### config.mk
export PLATFORM = sky130hd
export DESIGN_NAME = player_motion_flat
export DESIGN_NICKNAME = d
export VERILOG_FILES = /design/src/rtl/player_motion_if.sv /design/src/rtl/player_motion.sv /design/src/flat_wrapper.sv
export SDC_FILE = /design/constraint.sdc
export NUM_CORES = 1
export LEC_CHECK = 0
export BUFFER_PORTS_ARGS = -buffer_cell sky130_fd_sc_hd__buf_2
export CAP_MARGIN = 40
export CORE_UTILIZATION = 25
export CTS_CLUSTER_DIAMETER = 50
export CTS_CLUSTER_SIZE = 8
export DETAILED_ROUTE_END_ITERATION = 8
export SYNTH_ARGS = -nofsm -noshare
export SYNTH_HDL_FRONTEND = slang
export SYNTH_SLANG_ARGS = --single-unit
### constraint.sdc
create_clock -name clk -period 7.9 [get_ports clk]
set_input_delay 1.58 -clock clk [delete_from_list [all_inputs] [get_ports clk]]
set_output_delay 1.58 -clock clk [all_outputs]
set_load 0.005 [all_outputs]
### src/rtl/player_motion_if.sv
// Control/status bundle between the input FSM, one motion controller and the sprite renderer.
interface player_motion_if #(
    parameter int POS_WIDTH = 10,
    parameter int VEL_WIDTH = 6
);
    logic                        SCEN;
    logic                        move_enable;
    logic                        move_left;
    logic                        move_right;
    logic                        jump;
    logic                        kb_valid;
    logic signed [VEL_WIDTH-1:0] kb_vx;
    logic [POS_WIDTH-1:0]        opponent_x;
    logic [POS_WIDTH-1:0]        pos_x;
    logic [POS_WIDTH-1:0]        pos_y;
    logic signed [VEL_WIDTH-1:0] vel_y;
    logic                        facing_right;
    logic                        move_active;
    logic                        jump_active;
    logic                        kb_active;

    modport master (
        output SCEN, move_enable, move_left, move_right, jump, kb_valid, kb_vx, opponent_x,
        input  pos_x, pos_y, vel_y, facing_right, move_active, jump_active, kb_active
    );

    modport slave (
        input  SCEN, move_enable, move_left, move_right, jump, kb_valid, kb_vx, opponent_x,
        output pos_x, pos_y, vel_y, facing_right, move_active, jump_active, kb_active
    );
endinterface

### src/rtl/player_motion.sv
// Per-player motion controller: ground walking with body-gap block, velocity/gravity jump arc,
// decaying knockback, wall clamp applied on the same frame tick as the move.
module player_motion #(
    parameter int POS_WIDTH   = 10,
    parameter int VEL_WIDTH   = 6,
    parameter int GROUND_Y    = 300,
    parameter int START_X     = 40,
    parameter int MIN_X       = 40,
    parameter int MAX_X       = 600,
    parameter int WALK_SPEED  = 3,
    parameter int AIR_SPEED   = 2,
    parameter int JUMP_V0     = 12,
    parameter int GRAVITY     = 1,
    parameter int KB_FRICTION = 1,
    parameter int BODY_GAP    = 32
) (
    input logic           clk,
    input logic           reset,
    player_motion_if.slave bus
);
    localparam int XW = POS_WIDTH + 2;
    localparam logic signed [XW-1:0] MIN_XS = XW'(MIN_X);
    localparam logic signed [XW-1:0] MAX_XS = XW'(MAX_X);
    localparam logic signed [XW-1:0] GND_S  = XW'(GROUND_Y);
    localparam logic signed [XW-1:0] WALK_S = XW'(WALK_SPEED);
    localparam logic signed [XW-1:0] GAP_S  = XW'(BODY_GAP);
    localparam logic signed [VEL_WIDTH-1:0] AIR_V  = VEL_WIDTH'(AIR_SPEED);
    localparam logic signed [VEL_WIDTH-1:0] JUMP_V = VEL_WIDTH'(JUMP_V0);
    localparam logic signed [VEL_WIDTH-1:0] GRAV_V = VEL_WIDTH'(GRAVITY);
    localparam logic signed [VEL_WIDTH-1:0] FRIC_V = VEL_WIDTH'(KB_FRICTION);

    typedef enum logic {GROUND, AIR} state_t;
    state_t state;

    logic [POS_WIDTH-1:0]        pos_x, pos_y;
    logic signed [VEL_WIDTH-1:0] vel_y, drift, kb_vel, kb_next, kb_decay;
    logic                        facing_right, move_active, jump_active, kb_active;

    logic tick, walk_l, walk_r, kb_mode, clamp_hit, land;
    logic signed [XW-1:0] x_cur, opp, x_raw, x_new, lim, y_next;

    function automatic logic signed [XW-1:0] sext(input logic signed [VEL_WIDTH-1:0] v);
        return {{(XW-VEL_WIDTH){v[VEL_WIDTH-1]}}, v};
    endfunction

    always_comb begin
        tick    = bus.SCEN && bus.move_enable;
        walk_l  = bus.move_left && !bus.move_right;
        walk_r  = bus.move_right && !bus.move_left;
        kb_mode = (kb_vel != '0) || bus.kb_valid;
        x_cur   = {2'b00, pos_x};
        opp     = {2'b00, bus.opponent_x};
        y_next  = {2'b00, pos_y} - sext(vel_y);
        lim     = x_cur;
        x_raw   = x_cur;
        if (state == AIR) begin
            x_raw = x_cur + sext(drift) + sext(kb_vel);
        end else if (kb_mode) begin
            x_raw = x_cur + sext(kb_vel);
        end else if (!bus.jump && walk_r) begin
            x_raw = x_cur + WALK_S;
            lim   = (opp - GAP_S > x_cur) ? opp - GAP_S : x_cur;
            if (x_cur < opp && x_raw > lim) x_raw = lim;
        end else if (!bus.jump && walk_l) begin
            x_raw = x_cur - WALK_S;
            lim   = (opp + GAP_S < x_cur) ? opp + GAP_S : x_cur;
            if (x_cur > opp && x_raw < lim) x_raw = lim;
        end
        clamp_hit = (x_raw < MIN_XS) || (x_raw > MAX_XS);
        x_new     = (x_raw < MIN_XS) ? MIN_XS : (x_raw > MAX_XS) ? MAX_XS : x_raw;
        land      = (state == AIR) && (y_next >= GND_S);
        if (kb_vel > FRIC_V)       kb_decay = kb_vel - FRIC_V;
        else if (kb_vel < -FRIC_V) kb_decay = kb_vel + FRIC_V;
        else                       kb_decay = '0;
        // A fresh impulse on the same tick as a wall hit still latches.
        kb_next = bus.kb_valid ? bus.kb_vx : (clamp_hit ? '0 : kb_decay);
    end

    always_ff @(posedge clk or posedge reset) begin
        if (reset) begin
            state        <= GROUND;
            pos_x        <= POS_WIDTH'(START_X);
            pos_y        <= POS_WIDTH'(GROUND_Y);
            vel_y        <= '0;
            drift        <= '0;
            kb_vel       <= '0;
            facing_right <= 1'b1;
            move_active  <= 1'b0;
            jump_active  <= 1'b0;
            kb_active    <= 1'b0;
        end else if (tick) begin
            kb_vel    <= kb_next;
            kb_active <= (kb_next != '0);
            pos_x     <= x_new[POS_WIDTH-1:0];
            if (state == AIR) begin
                move_active <= 1'b1;
                if (land) begin
                    state       <= GROUND;
                    jump_active <= 1'b0;
                    pos_y       <= POS_WIDTH'(GROUND_Y);
                    vel_y       <= '0;
                    drift       <= '0;
                end else begin
                    pos_y <= y_next[POS_WIDTH-1:0];
                    vel_y <= vel_y - GRAV_V;
                    if (clamp_hit) drift <= '0;
                end
            end else if (!kb_mode && bus.jump) begin
                state       <= AIR;
                jump_active <= 1'b1;
                move_active <= 1'b1;
                vel_y       <= JUMP_V;
                drift       <= walk_r ? AIR_V : (walk_l ? -AIR_V : '0);
                if (x_cur != opp) facing_right <= (x_cur < opp);
            end else begin
                move_active <= (x_new != x_cur);
                if (!kb_mode && x_new != opp) facing_right <= (x_new < opp);
            end
        end
    end

    assign bus.pos_x        = pos_x;
    assign bus.pos_y        = pos_y;
    assign bus.vel_y        = vel_y;
    assign bus.facing_right = facing_right;
    assign bus.move_active  = move_active;
    assign bus.jump_active  = jump_active;
    assign bus.kb_active    = kb_active;
endmodule

### src/flat_wrapper.sv
// flat-port wrapper written by rule: the top's interface ports become plain ports
module player_motion_flat 
#(
    parameter int POS_WIDTH   = 10,
    parameter int VEL_WIDTH   = 6,
    parameter int GROUND_Y    = 300,
    parameter int START_X     = 40,
    parameter int MIN_X       = 40,
    parameter int MAX_X       = 600,
    parameter int WALK_SPEED  = 3,
    parameter int AIR_SPEED   = 2,
    parameter int JUMP_V0     = 12,
    parameter int GRAVITY     = 1,
    parameter int KB_FRICTION = 1,
    parameter int BODY_GAP    = 32
)
  (clk, reset, bus_SCEN, bus_move_enable, bus_move_left, bus_move_right, bus_jump, bus_kb_valid, bus_kb_vx, bus_opponent_x, bus_pos_x, bus_pos_y, bus_vel_y, bus_facing_right, bus_move_active, bus_jump_active, bus_kb_active);
  player_motion_if #(.POS_WIDTH(POS_WIDTH), .VEL_WIDTH(VEL_WIDTH)) bus_i ();
  input logic clk;
  input logic reset;
  input wire logic [$bits(bus_i.SCEN)-1:0] bus_SCEN;
  input wire logic [$bits(bus_i.move_enable)-1:0] bus_move_enable;
  input wire logic [$bits(bus_i.move_left)-1:0] bus_move_left;
  input wire logic [$bits(bus_i.move_right)-1:0] bus_move_right;
  input wire logic [$bits(bus_i.jump)-1:0] bus_jump;
  input wire logic [$bits(bus_i.kb_valid)-1:0] bus_kb_valid;
  input wire logic [$bits(bus_i.kb_vx)-1:0] bus_kb_vx;
  input wire logic [$bits(bus_i.opponent_x)-1:0] bus_opponent_x;
  output wire logic [$bits(bus_i.pos_x)-1:0] bus_pos_x;
  output wire logic [$bits(bus_i.pos_y)-1:0] bus_pos_y;
  output wire logic [$bits(bus_i.vel_y)-1:0] bus_vel_y;
  output wire logic [$bits(bus_i.facing_right)-1:0] bus_facing_right;
  output wire logic [$bits(bus_i.move_active)-1:0] bus_move_active;
  output wire logic [$bits(bus_i.jump_active)-1:0] bus_jump_active;
  output wire logic [$bits(bus_i.kb_active)-1:0] bus_kb_active;
  assign bus_i.SCEN = bus_SCEN;
  assign bus_i.move_enable = bus_move_enable;
  assign bus_i.move_left = bus_move_left;
  assign bus_i.move_right = bus_move_right;
  assign bus_i.jump = bus_jump;
  assign bus_i.kb_valid = bus_kb_valid;
  assign bus_i.kb_vx = bus_kb_vx;
  assign bus_i.opponent_x = bus_opponent_x;
  assign bus_pos_x = bus_i.pos_x;
  assign bus_pos_y = bus_i.pos_y;
  assign bus_vel_y = bus_i.vel_y;
  assign bus_facing_right = bus_i.facing_right;
  assign bus_move_active = bus_i.move_active;
  assign bus_jump_active = bus_i.jump_active;
  assign bus_kb_active = bus_i.kb_active;
  player_motion #(.POS_WIDTH(POS_WIDTH), .VEL_WIDTH(VEL_WIDTH), .GROUND_Y(GROUND_Y), .START_X(START_X), .MIN_X(MIN_X), .MAX_X(MAX_X), .WALK_SPEED(WALK_SPEED), .AIR_SPEED(AIR_SPEED), .JUMP_V0(JUMP_V0), .GRAVITY(GRAVITY), .KB_FRICTION(KB_FRICTION), .BODY_GAP(BODY_GAP)) u_core (.clk(clk), .reset(reset), .bus(bus_i));
endmodule
After elaboration in Yosys (flattened, before gate mapping)
Index checks and enable logic that the tools add are counted.
{"block": "totals", "reg_bits": 43, "inputBits": 24, "output_inout_bits": 30}
{"block": "classes", "n_addsub": 11, "magnitude_cmp": 12, "eq_ne": 6, "muxes": 35, "bitwise_logic": 1, "reduce_logical": 25}
{"cell": "$mux W12", "count": 10}
{"cell": "$mux W6", "count": 13}
{"cell": "$add A11 B6 Y12", "count": 2}
{"cell": "$lt A12 B11 Y1", "count": 2}
{"cell": "$ne A12 B11 Y1", "count": 2}
{"cell": "$add A12 B6 Y12", "count": 1}
{"cell": "$ge A12 B10 Y1 const B", "count": 1}
{"cell": "$gt A12 B11 Y1", "count": 1}
{"cell": "$gt A12 B11 Y1 const B", "count": 1}
{"cell": "$gt A12 B12 Y1", "count": 1}
{"cell": "$lt A12 B12 Y1", "count": 1}
{"cell": "$lt A12 B7 Y1 const B", "count": 1}
{"cell": "$reduce_bool A6 Y1", "count": 2}
{"cell": "$sub A11 B6 Y12", "count": 1}
{"cell": "$sub A6 B2 Y6 const B", "count": 2}
{"cell": "$add A10 B2 Y11 const B", "count": 1}
{"cell": "$add A10 B6 Y11 const B", "count": 1}
{"cell": "$mux W1", "count": 11}
{"cell": "$sub A10 B2 Y11 const B", "count": 1}
{"cell": "$sub A10 B6 Y11 const B", "count": 1}
{"cell": "$gt A10 B10 Y1", "count": 1}
{"cell": "$logic_and A1 B1 Y1", "count": 10}
{"cell": "$lt A10 B10 Y1", "count": 1}
{"cell": "$mux W10", "count": 1}
{"cell": "other kinds (13)", "count": 21}

Longest topological paths before layout
Gate-level depths: netlist of the first run.
{"block": "depth", "word_depth": 17, "mapped_depth": 34, "depth_no_buf": 32}

Worst setup path after synthesis of the first run
OpenSTA, ideal clock, no wires.
{"block": "synth_path", "kind": "input-to-reg", "from": "input bus_opponent_x[5]", "to": "register u_core.facing_right (netlist: u_core.bus.facing_right)", "t_arrival_ps": 7356, "path_slack_ps": 466, "path_stages": 32, "path_cell_list": "inv_1 -> ha_1 -> nand3_1 -> xnor2_1 -> ha_1 -> a211oi_1 -> o211ai_1 -> o211ai_2 -> a31oi_2 -> buf_6 -> mux2i_1 -> ha_1 -> a2111oi_0 -> o221ai_1 -> a211oi_1 -> or2_1 -> buf_4 -> o21ai_0 -> o311a_1 -> or2_0 -> nand4bb_1 -> o41a_2 -> nand3_1 -> a21oi_1 -> ha_1 -> a21o_1 -> a21o_1 -> a21oi_1 -> nor2b_1 -> o21ai_0 -> a21oi_1 -> o21ai_0"}
{"block": "synth_via", "elab_chain_cells": 17, "elab_cells_between_ends": 32, "cone_classes": "add/sub: 2; order compare: 9; eq/ne: 3; mux: 13; reduce/logical: 5"}
{"element": "from (decl)", "line": "flat_wrapper.sv:28", "source": "input wire logic [$bits(bus_i.opponent_x)-1:0] bus_opponent_x;"}
{"element": "$add A10 B6 Y11", "line": "player_motion.sv:66", "source": "lim = (opp + GAP_S < x_cur) ? opp + GAP_S : x_cur;"}
{"element": "$lt A12 B11 Y1", "line": "player_motion.sv:66"}
{"element": "$mux W12", "line": "player_motion.sv:66"}
{"element": "$lt A12 B12 Y1", "line": "player_motion.sv:67", "source": "if (x_cur > opp && x_raw < lim) x_raw = lim;"}
{"element": "$logic_and A1 B1 Y1", "line": "player_motion.sv:67"}
{"element": "$mux W12", "line": "player_motion.sv:67"}
{"element": "$mux W12", "line": "player_motion.sv:64", "source": "end else if (!bus.jump && walk_l) begin"}
{"element": "$mux W12 (*)", "line": "player_motion.sv:60", "source": "end else if (!bus.jump && walk_r) begin"}
{"element": "$mux W12 (*)", "line": "player_motion.sv:58", "source": "end else if (kb_mode) begin"}
{"element": "$mux W12 (*)", "line": "player_motion.sv:56", "source": "if (state == AIR) begin"}
{"element": "$gt A12 B11 Y1", "line": "player_motion.sv:70", "source": "x_new = (x_raw < MIN_XS) ? MIN_XS : (x_raw > MAX_XS) ? MAX_XS : x_raw;"}
{"element": "$mux W12", "line": "player_motion.sv:70"}
{"element": "$mux W12 (*)", "line": "player_motion.sv:70"}
{"element": "net u_core.x_new[4]", "line": "player_motion.sv:40", "source": "logic signed [XW-1:0] x_cur, opp, x_raw, x_new, lim, y_next;"}
{"element": "branches (longest 4 deep; another with $lt A12 B11 Y1)"}
{"element": "to (signal assigned)", "line": "player_motion.sv:114", "source": "if (x_cur != opp) facing_right <= (x_cur < opp);"}
{"element": "to (signal assigned)", "line": "player_motion.sv:117", "source": "if (!kb_mode && x_new != opp) facing_right <= (x_new < opp);"}
{"element": "to (decl)", "line": "player_motion.sv:37", "source": "logic facing_right, move_active, jump_active, kb_active;"}
Mark *: on every way through the listed nets, which the timed path passes. The select of a mux whose other input is x is not followed.
A chain may end at the register's enable or synchronous reset.

Worst setup path after layout of the first run
Same ends and word-level chain as after synthesis.

==> reports/results.ini, run 1 <==
[place]
place.gp.congestion = 0.902
placed_area_mm2 = 0.00748
port_buffers = 53
dpl.hpwl_um = 17600
place_ws_ns = -0.0215

[critical_path]
worstSetupPathType = in2reg
crit_buf_inv = 3
crit_path_end_kind = register
rrSetupSlack_ns = 1.08
r2r_cells = 29
cp.arrival_ns = 7.68
crit_slowest_cell = o41a_2
r2r-start = u_core.bus.pos_x[3]
crit_family = compound AO/OA/AOI/OAI gates
max_stage_delay_ns = 0.46
worst_path_most_repeated_cell = ha_1
start_kind = input port
rr_endpoint = u_core.bus.facing_right
crit_required_ns = 8.10
crit_fanout = 11

[timing]
tightest_slew_ns = 0.873
slew_viol_final = 0
relSlewSlack_pct = 41.8
finalWorstSetupSlack_ns = 0.418
post-route-period-util_pct = 94.7
fmax_mhz = 134
period_minus_slack_ns = 7.48
fin_setup_tns_ns = 0
finalHoldViolations = 0
setup_violations = 0
finClkSkew_ns = 0.0107

[power]
combPwrFrac_pct = 83.2
p_total_mw = 3.28
switching_share_pct = 53.8
p_int_mw = 1.51
p_clk_share_pct = 6.4
p_leak_nw = 3.27
p_per_area_mw_per_mm2 = 424
ir_drop_uv = 126
net-switching-power_mw = 1.76
seqPwrFrac_pct = 10.4

[cts]
cts_root_buf = clkbuf_16
cts_tree = done
insertion_delay_ns = 0.29
htree_levels = 2
cts_buffer_depth = 2
cts_buffers = 5
clkTransAtPathRegs_ns = 0.06
clock_sinks = 39

[global_route]
grt_max_degree = 40
grt_pass1_wl_um = 35100
antenna_found_initial = 1
grt-ovfl-total = 0
first_global_vias = 6475
grt.total_usage_pct = 16.6

[die]
boundaryPins = 54
core_area_mm2 = 0.0261
die_h_um = 165
start_util_pct = 25.5
die_x_um = 165
rows = 59
die_area_mm2 = 0.0274

[min_path]
whs_endpoint = u_core.bus.pos_y[8]
hold_path_depth = 2
min-delay-path-class = reg2reg
worstHoldStart = u_core.bus.pos_y[8]

[synthesis]
avgSynthCellArea_um2 = 7.95
synth_fp_nets = 973
synth-edff-count = 0
ys_warn_count = 0
synthCells = 840
yosysUniqueCellTypes = 88
ys_async_sr_fraction_pct = 100
synth_ff_type = dfrtp_1
syn-cell-area_mm2 = 0.00668
ys_ff_latch = 39
ys_seq_area_share_pct = 14.8

[drt]
drtIter0Drc = 609
ant_nets = 0
drt-pass1-iter-count = 9
wl_per_cell_um = 18.1
drt-vias-per-instance = 5.47
wl_um = 22500
route.detailed.drc = 8
vias = 6803

[status]
violations = DRC
status = finished with violations

[run]
cap_violations = 0

[final_layout]
nets = 1040
area_delta_synth_final_pct = 15.8
fin_area_mm2 = 0.00773
drive_above_1_share_pct = 17.1
final_core_util_pct = 29.6

cell usage in the layout, fill, tap and decap left out, types with 20 or more instances in the layout:
cell type,Yosys,final
a21oi_1,58,57
o21ai_0,63,62
xnor2_1,36,34
inv_1,59,58
dfrtp_1,32,32
buf_2,8,54
buf_4,1,39
ha_1,96,96
nor2_1,56,56
nand2_1,76,76
nand3_1,20,20
cells by family after synthesis:
| logic type | after synthesis | share of synthesized area, % |
|---|---|---|
| adders and majority gates | 109 | 21.9 |
| DFF | 39 | 14.8 |
| AOI/OAI and AO/OA | 254 | 26.2 |
| buffers and inverters | 95 | 6.02 |
| and+or+nand+nor | 275 | 21.7 |
| muxes | 23 | 3.52 |
| xor gates and xnor gates | 45 | 5.90 |
sequential cells by signal, summed over array words and instances, names as in the netlist:
name / cells
u_core.bus.vel_y: 6
u_core.bus.move_active: 1
u_core.bus.kb_active: 1
u_core.drift: 2
u_core.state: 1
u_core.bus.jump_active: 1
u_core.bus.pos_y: 10
u_core.kb_vel: 6
u_core.bus.pos_x: 10
u_core.bus.facing_right: 1
worst min-delay path, stage by stage, from the launching register on:
cell     delay, ns
dfstp_2       0.37
nand2_1       0.04
o21ai_0       0.07
what timing repair did:
item | 4_1_cts | 5_1_grt
gates resized for setup | 0 | 20
hold buffers | 0 | 0
setup buffers | 0 | 2
setup endpoints to repair | 0 | 1
final cells by class:
type                       instances  area, um2
multi-input combinational        706       5380
sequential                        39        985
antenna                            1       2.50
tap                              335        419
clock buffer                       6        129
clock inverter                     2       12.5
inverter                          61        229
fill                            2811      18400
timing repair buffer              94        574
routing by layer:
| layer | wire (um) | global-route usage, % |
|---|---|---|
| met2 | 10400 | 27.1 |
| met1 | 9830 | 21.8 |
| met3 | 1370 | 2.02 |
| met5 | 0 | 0 |
| met4 | 944 | 7.36 |
how the worst max path moves through the flow:
stage,start,endpoint,slack [ns],depth (start not counted)
6_report,bus_opponent_x[5],u_core.bus.facing_right,0.42,33
5_1_grt,bus_opponent_x[5],u_core.bus.facing_right,-0.07,30
4_1_cts,bus_opponent_x[5],u_core.bus.facing_right,0.24,31
3_5_place_dp,bus_opponent_x[5],u_core.bus.facing_right,-0.02,31
3_3_place_gp,bus_opponent_x[5],u_core.bus.facing_right,0.08,32
2_1_floorplan,bus_opponent_x[5],u_core.bus.facing_right,0.47,32
cell usage after synthesis, types with 11 or more instances:
cell type	count	area, um2
clkbuf_1	17	63.8
ha_1	96	1200
xnor2_1	36	315
nor2_1	56	210
nand2_1	76	285
o21ai_0	63	315
mux2i_1	19	190
fa_1	13	260
or3_1	11	68.8
inv_1	59	221
a21oi_1	58	290
o21a_1	11	82.6
nor4_1	11	68.8
nor3_1	20	100
nor2b_1	11	68.8
dfrtp_1	32	801
a31oi_1	11	68.8
nand4_1	15	93.8
nand3_1	20	100
power groups by stage:
stage	logic (mW)	clock network (mW)	registers [mW]
floorplan	1.87	0	0.342
global placement	2.59	0	0.342
CTS	2.62	0.214	0.341
finish	2.73	0.209	0.341
detailed placement	2.60	0	0.344
global route	3.01	0.220	0.349
metrics by stage:
step,std cells,hold slack [ns]
4_1_cts,1241,0.499
6_report,1244,0.491
3_3_place_gp,1232,0.484
2_1_floorplan,840,0.476
3_5_place_dp,1233,0.489
5_1_grt,1243,0.519
Power figures use the tool's default switching activity.
==> run 2: changes to the inputs <==
--- a/config.mk
+++ b/config.mk
@@ -11,6 +11,7 @@
 export CTS_CLUSTER_DIAMETER = 50
 export CTS_CLUSTER_SIZE = 8
 export DETAILED_ROUTE_END_ITERATION = 8
+export RECOVER_POWER = 100
 export SYNTH_ARGS = -nofsm -noshare
 export SYNTH_HDL_FRONTEND = slang
 export SYNTH_SLANG_ARGS = --single-unit
==> run 2 against run 1 <==
Effect of this change:
- the flow finishes with violations (DRC, capacitance limit, slew limit)
- clock-buffer cell count unchanged
- non-clock buffer count stayed put
- worst setup slack got worse by 0.0085 ns
- power shrank 0.52%
- global-route usage unchanged
- clock skew about the same
- clock power hardly changed
- utilization down 0.18 points
- flip-flop and latch count stayed put
- first-iteration DRC count up 4.6%
- largest cell class unchanged
- largest power group unchanged
==> reports/results.ini, run 2 (same netlist as run 1, synthesis figures left out) <==
[timing]
tightest_slew_ns = 2.38  ; +1.50 ns
relSlewSlack_pct = -58.4  ; -100 points
fmax_mhz = 134  ; -0.11%
period_minus_slack_ns = 7.49  ; +0.00846 ns
finClkSkew_ns = 0.0107  ; -0.00000210 ns
fin_setup_tns_ns = 0  ; unchanged
finalHoldViolations = 0  ; unchanged
slew_viol_final = 40  ; +40
setup_violations = 0  ; unchanged
post-route-period-util_pct = 94.8  ; +0.11 points
finalWorstSetupSlack_ns = 0.410  ; -0.00846 ns

[final_layout]
final_core_util_pct = 29.4  ; -0.18 points
largestRegisters = u_core.bus.pos_x: 10 flops, u_core.bus.pos_y: 10 flops
final_cell_mix = 96 x ha_1, 76 x nand2_1, 62 x o21ai_0
final_common_cell = ha_1
area_delta_synth_final_pct = 15.1
drive_above_1_share_pct = 14.0  ; -3.1 points
nets = 1040  ; unchanged
fin_cells = 1244  ; unchanged

[drt]
vias = 6834  ; +0.46%
drt-vias-per-instance = 5.49  ; +0.46%
drtIter0Drc = 637  ; +4.6%
route.detailed.drc = 8  ; unchanged
wl_um = 22600  ; +0.22%
drt-pass1-iter-count = 8  ; -1
ant_nets = 0  ; unchanged
wl_per_cell_um = 18.2  ; +0.22%

[critical_path]
crit_path_end_kind = register
crit_slowest_cell = o41a_2
start_kind = input port
crit_required_ns = 8.10  ; about the same
crit_fanout = 11  ; unchanged
crit_buf_inv = 3  ; unchanged
worstSetupPathType = in2reg
cp.arrival_ns = 7.69  ; about the same
crit_family = compound AO/OA/AOI/OAI gates
worst_path_most_repeated_cell = ha_1
max_stage_delay_ns = 0.46  ; about the same

[global_route]
grt_max_degree = 40  ; unchanged
grt_pass1_wl_um = 35100  ; unchanged
first_global_vias = 6475  ; unchanged
grt-ovfl-total = 0  ; unchanged
antenna_found_initial = 1  ; unchanged
grt.total_usage_pct = 16.6  ; unchanged

[cts]
clock_sinks = 39  ; unchanged
cts_tree = done
insertion_delay_ns = 0.29  ; about the same
clkTransAtPathRegs_ns = 0.06  ; about the same
cts_buffer_depth = 2  ; unchanged
cts_root_buf = clkbuf_16
hold_buffers = 0  ; unchanged
cts_buffers = 5  ; unchanged
htree_levels = 2  ; unchanged

[power]
net-switching-power_mw = 1.77  ; +0.13%
p_total_mw = 3.26  ; -0.52%
p_clk_share_pct = 6.4  ; about the same
p_int_mw = 1.50  ; -1.3%
p_leak_nw = 3.19  ; -2.6%
ir_drop_uv = 125  ; -0.90%
seqPwrFrac_pct = 10.4  ; about the same
p_per_area_mw_per_mm2 = 424  ; about the same
switching_share_pct = 54.2  ; +0.35 points
combPwrFrac_pct = 83.2  ; about the same

[place]
place.gp.congestion = 0.902  ; unchanged
place_ws_ns = -0.0215  ; unchanged
port_buffers = 53  ; unchanged
dpl.hpwl_um = 17600  ; unchanged
dp_cells = 1233  ; unchanged

[die]
die_x_um = 165  ; unchanged
core_area_mm2 = 0.0261  ; unchanged
start_util_pct = 25.5  ; unchanged
die_area_mm2 = 0.0274  ; unchanged
boundaryPins = 54  ; unchanged
rows = 59  ; unchanged
die_h_um = 165  ; unchanged

[min_path]
min-delay-path-class = reg2reg

[run]
cap_violations = 1  ; +1

[status]
status = finished with violations
violations = DRC, capacitance limit, slew limit

-- run 2: path summary, 6_finish.rpt --
kind	to	startpoint	slack (ns)	cells past startpoint
min in group asynchronous	u_core.bus.kb_active	reset	2.16	3
worst min-delay path	u_core.bus.pos_y[8]	u_core.bus.pos_y[8]	0.51	2
max in group asynchronous	u_core.bus.pos_x[6]	reset	4.39	3
worst max-delay path	u_core.bus.facing_right	bus_opponent_x[5]	0.41	33
worst min register to register	u_core.bus.pos_y[8]	u_core.bus.pos_y[8]	0.51	2
worst max register to register	u_core.bus.facing_right	u_core.bus.pos_x[3]	1.06	29
-- run 2: per-stage QoR --
step | area, um2 | hold slack (ns)
after global placement | 7480 | 0.484
after CTS | 7620 | 0.499
after detailed placement | 7480 | 0.489
after global routing | 7680 | 0.543
final | 7680 | 0.509
after floorplan | 6680 | 0.476
-- run 2: per-layer routing --
layer  global-route usage [%]  part of all wire, %  wire length, um
met5                        0                    0                0
met4                     7.36                  4.3              982
met2                     27.1                   46            10300
met3                     2.02                  6.0             1370
met1                     21.8                   44             9920
-- run 2: final cells by class --
class	count	area (um2)
Sequential cell	39	985
Tap cell	335	419
Antenna cell	1	2.50
Clock inverter	2	12.5
Fill cell	2819	18400
Clock buffer	6	129
Inverter	61	229
Multi-Input combinational cell	706	5380
Timing Repair Buffer	94	528
-- run 2: timing repair --
action                     in CTS  in global routing
setup buffers                   0                  2
resized for setup               0                 20
setup endpoints to repair       0                  1
-- run 2: worst min-delay path, cell delays in order, from the launching register on --
cell	delay (ns)
dfstp_1	0.38
nand2_1	0.05
o21ai_0	0.07
-- run 2: power by group through the flow --
stage,Combinational [mW],Sequential [mW],Clock [mW]
5_1_grt,3.00,0.348,0.220
2_1_floorplan,1.87,0.342,0
4_1_cts,2.62,0.341,0.214
6_report,2.71,0.340,0.209
3_3_place_gp,2.59,0.342,0
3_5_place_dp,2.60,0.344,0
==> run 3: changes to the inputs <==
--- a/config.mk
+++ b/config.mk
@@ -5,12 +5,15 @@
 export SDC_FILE = /design/constraint.sdc
 export NUM_CORES = 1
 export LEC_CHECK = 0
-export BUFFER_PORTS_ARGS = -buffer_cell sky130_fd_sc_hd__buf_2
+export BUFFER_PORTS_ARGS = -buffer_cell sky130_fd_sc_hd__buf_4
 export CAP_MARGIN = 40
+export CELL_PAD_IN_SITES_DETAIL_PLACEMENT = 0
+export CELL_PAD_IN_SITES_GLOBAL_PLACEMENT = 2
 export CORE_UTILIZATION = 25
 export CTS_CLUSTER_DIAMETER = 50
 export CTS_CLUSTER_SIZE = 8
 export DETAILED_ROUTE_END_ITERATION = 8
+export PLACE_DENSITY_LB_ADDON = 0.1
 export RECOVER_POWER = 100
 export SYNTH_ARGS = -nofsm -noshare
 export SYNTH_HDL_FRONTEND = slang
==> run 3 against run 2 <==
Effect of this change:
- the flow still finishes with violations (DRC, capacitance limit, slew limit)
- clock power about the same
- global-route usage is 3.8 points higher
- clock skew up 0.0044 ns
- largest power group unchanged
- sequential power decreased by 4%
- non-clock buffer count up 32
- critical path depth fell by 1
- via count increased by 0.67%
==> reports/results.ini, run 3 (same netlist as run 1, synthesis figures left out) <==
[status]
status = finished with violations
violations = DRC, capacitance limit, slew limit

[min_path]
min-delay-path-class = reg2reg
worstHoldStart = u_core.bus.pos_y[8]

[cts]
cts_buffer_depth = 2  ; unchanged
cts_root_buf = clkbuf_16
cts_tree = done
insertion_delay_ns = 0.30  ; about the same
htree_levels = 2  ; unchanged
clkTransAtPathRegs_ns = 0.07  ; about the same
cts_buffers = 5  ; unchanged
hold_buffers = 0  ; unchanged
clock_sinks = 39  ; unchanged

[critical_path]
crit_slowest_cell = or4_1
critPathLaunch = bus_opponent_x[6]
worst_path_most_repeated_cell = buf_4
crit_path_end_kind = register
crit_buf_inv = 5  ; +2
r2r-start = u_core.bus.pos_x[3]
worstSetupPathType = in2reg
max_stage_delay_ns = 0.52  ; +0.06 ns
crit_required_ns = 8.11  ; about the same
cp.arrival_ns = 7.75  ; +0.06 ns
crit_fanout = 9  ; -2
start_kind = input port
crit_family = compound AO/OA/AOI/OAI gates

[global_route]
grt-ovfl-total = 0  ; unchanged
first_global_vias = 6788  ; +4.8%
grt_max_degree = 40  ; unchanged
grt_pass1_wl_um = 41300  ; +18%
antenna_found_initial = 0  ; -1
grt.total_usage_pct = 20.4  ; +3.8 points

[place]
dpl.hpwl_um = 21700  ; +23%
placed_area_mm2 = 0.00786  ; +5.1%
place.gp.congestion = 0.884  ; -1.9%
port_buffers = 53  ; unchanged

[die]
die_h_um = 165  ; unchanged
start_util_pct = 25.5  ; unchanged
rows = 59  ; unchanged
die_x_um = 165  ; unchanged
core_area_mm2 = 0.0261  ; unchanged
boundaryPins = 54  ; unchanged
die_area_mm2 = 0.0274  ; unchanged

[final_layout]
fin_area_mm2 = 0.00800  ; +4.1%
final_common_cell = buf_4
nFillCells = 2853  ; +1.2%
final_cell_mix = 100 x buf_4, 96 x ha_1, 76 x nand2_1
drive_above_1_share_pct = 17.2  ; +3.2 points
area_delta_synth_final_pct = 19.8
regArea_um2 = 985  ; unchanged
multi_input_area_mm2 = 0.00532  ; -1.2%
antenna_cells = 0  ; -1
nets = 1072  ; +3.1%
largestRegisters = u_core.bus.pos_x: 10 flops, u_core.bus.pos_y: 10 flops

[drt]
vias = 6880  ; +0.67%
wl_um = 27600  ; +22%
drt-vias-per-instance = 5.40  ; -1.8%
drtIter0Drc = 513  ; -19%
wl_per_cell_um = 21.7  ; +19%
route.detailed.drc = 6  ; -2
drt-pass1-iter-count = 6  ; -2
ant_nets = 0  ; unchanged

[power]
p_clk_share_pct = 5.9  ; -0.5 points
seqPwrFrac_pct = 9.3  ; -1.1 points
p_leak_nw = 3.40  ; +6.7%
net-switching-power_mw = 1.91  ; +8.0%
combPwrFrac_pct = 84.8  ; +1.6 points
p_per_area_mw_per_mm2 = 441  ; +3.9%
p_int_mw = 1.62  ; +8.1%
p_total_mw = 3.52  ; +8.1%
ir_drop_uv = 170  ; +36%
switching_share_pct = 54.1  ; about the same

[timing]
post-route-period-util_pct = 95.4  ; +0.61 points
finalHoldViolations = 0  ; unchanged
relSlewSlack_pct = -66.2  ; -7.8 points
fin_setup_tns_ns = 0  ; unchanged
fmax_mhz = 133  ; -0.64%
slew_viol_final = 40  ; unchanged
period_minus_slack_ns = 7.54  ; +0.0481 ns
tightest_slew_ns = 2.49  ; +0.117 ns
setup_violations = 0  ; unchanged
whs_ns = 0.505  ; -0.00336 ns
finClkSkew_ns = 0.0151  ; +0.00439 ns

[run]
cap_violations = 1  ; unchanged

run 3: cell count changes in the layout (fill, tap and decap cells not counted), moves of 3 or more:
cell	change
buf_2	-37
buf_4	+68
clkbuf_1	-13
clkbuf_4	+15
mux2i_1	+3
mux2i_2	-3
run 3: what timing repair did:
item                                    CTS  global route
gates resized for setup                   0            10
endpoints found under the setup margin    0             1
setup buffers                             0             1
run 3: path summary, 6_finish.rpt:
path / endpoint / slack [ns] / cells after the start
worst max-delay path: u_core.bus.facing_right / 0.36 / 32
worst min-delay path: u_core.bus.pos_y[8] / 0.51 / 2
worst max register to register: u_core.bus.facing_right / 1.36 / 25
worst min register to register: u_core.bus.pos_y[8] / 0.51 / 2
max in group asynchronous: u_core.bus.pos_y[1] / 4.26 / 3
min in group asynchronous: u_core.bus.pos_y[7] / 2.20 / 3
run 3: through the flow:
| stage | worst slack (ns) | instances | utilization [%] |
|---|---|---|---|
| 2_1_floorplan | 0.466 | 840 | - |
| 6_report | 0.362 | 1275 | 30.6 |
| 5_1_grt | -0.000779 | 1275 | 30.6 |
| 4_1_cts | 0.174 | 1274 | 30.6 |
| 3_5_place_dp | -0.0514 | 1266 | 30.1 |
| 3_3_place_gp | 0.0850 | 1265 | 30.1 |
run 3: worst min-delay path, stage by stage, from the launching register on:
cell and delay (ns):
dfstp_1 0.38, nand2_1 0.05, o21ai_0 0.06
run 3: layout make-up:
| class | count | share of cell area (%) |
|---|---|---|
| multi-input cells | 706 | 66.5 |
| flip-flops and latches | 39 | 12.3 |
| repair buffers | 126 | 11.3 |
| well taps | 335 | 5.24 |
| inverters | 61 | 2.86 |
| clock buffers | 6 | 1.61 |
| clock inverters | 2 | 0.156 |
run 3: routing by layer:
metal  part of all wire, %  up-vias  GRT usage, %
met3                   4.5       40          2.70
met2                    43      173          31.6
met4                   2.5        0          5.74
met1                    49     3359          29.1
met5                     0        -             0
li1                      -     3308             -
run 3: power by group through the flow:
stage          logic [mW]  registers (mW)  clock network (mW)
2_1_floorplan        1.87           0.342                   0
3_3_place_gp         2.92           0.333                   0
3_5_place_dp         2.93           0.336                   0
4_1_cts              2.95           0.332               0.217
5_1_grt              3.28           0.337               0.223
6_report             2.99           0.327               0.209
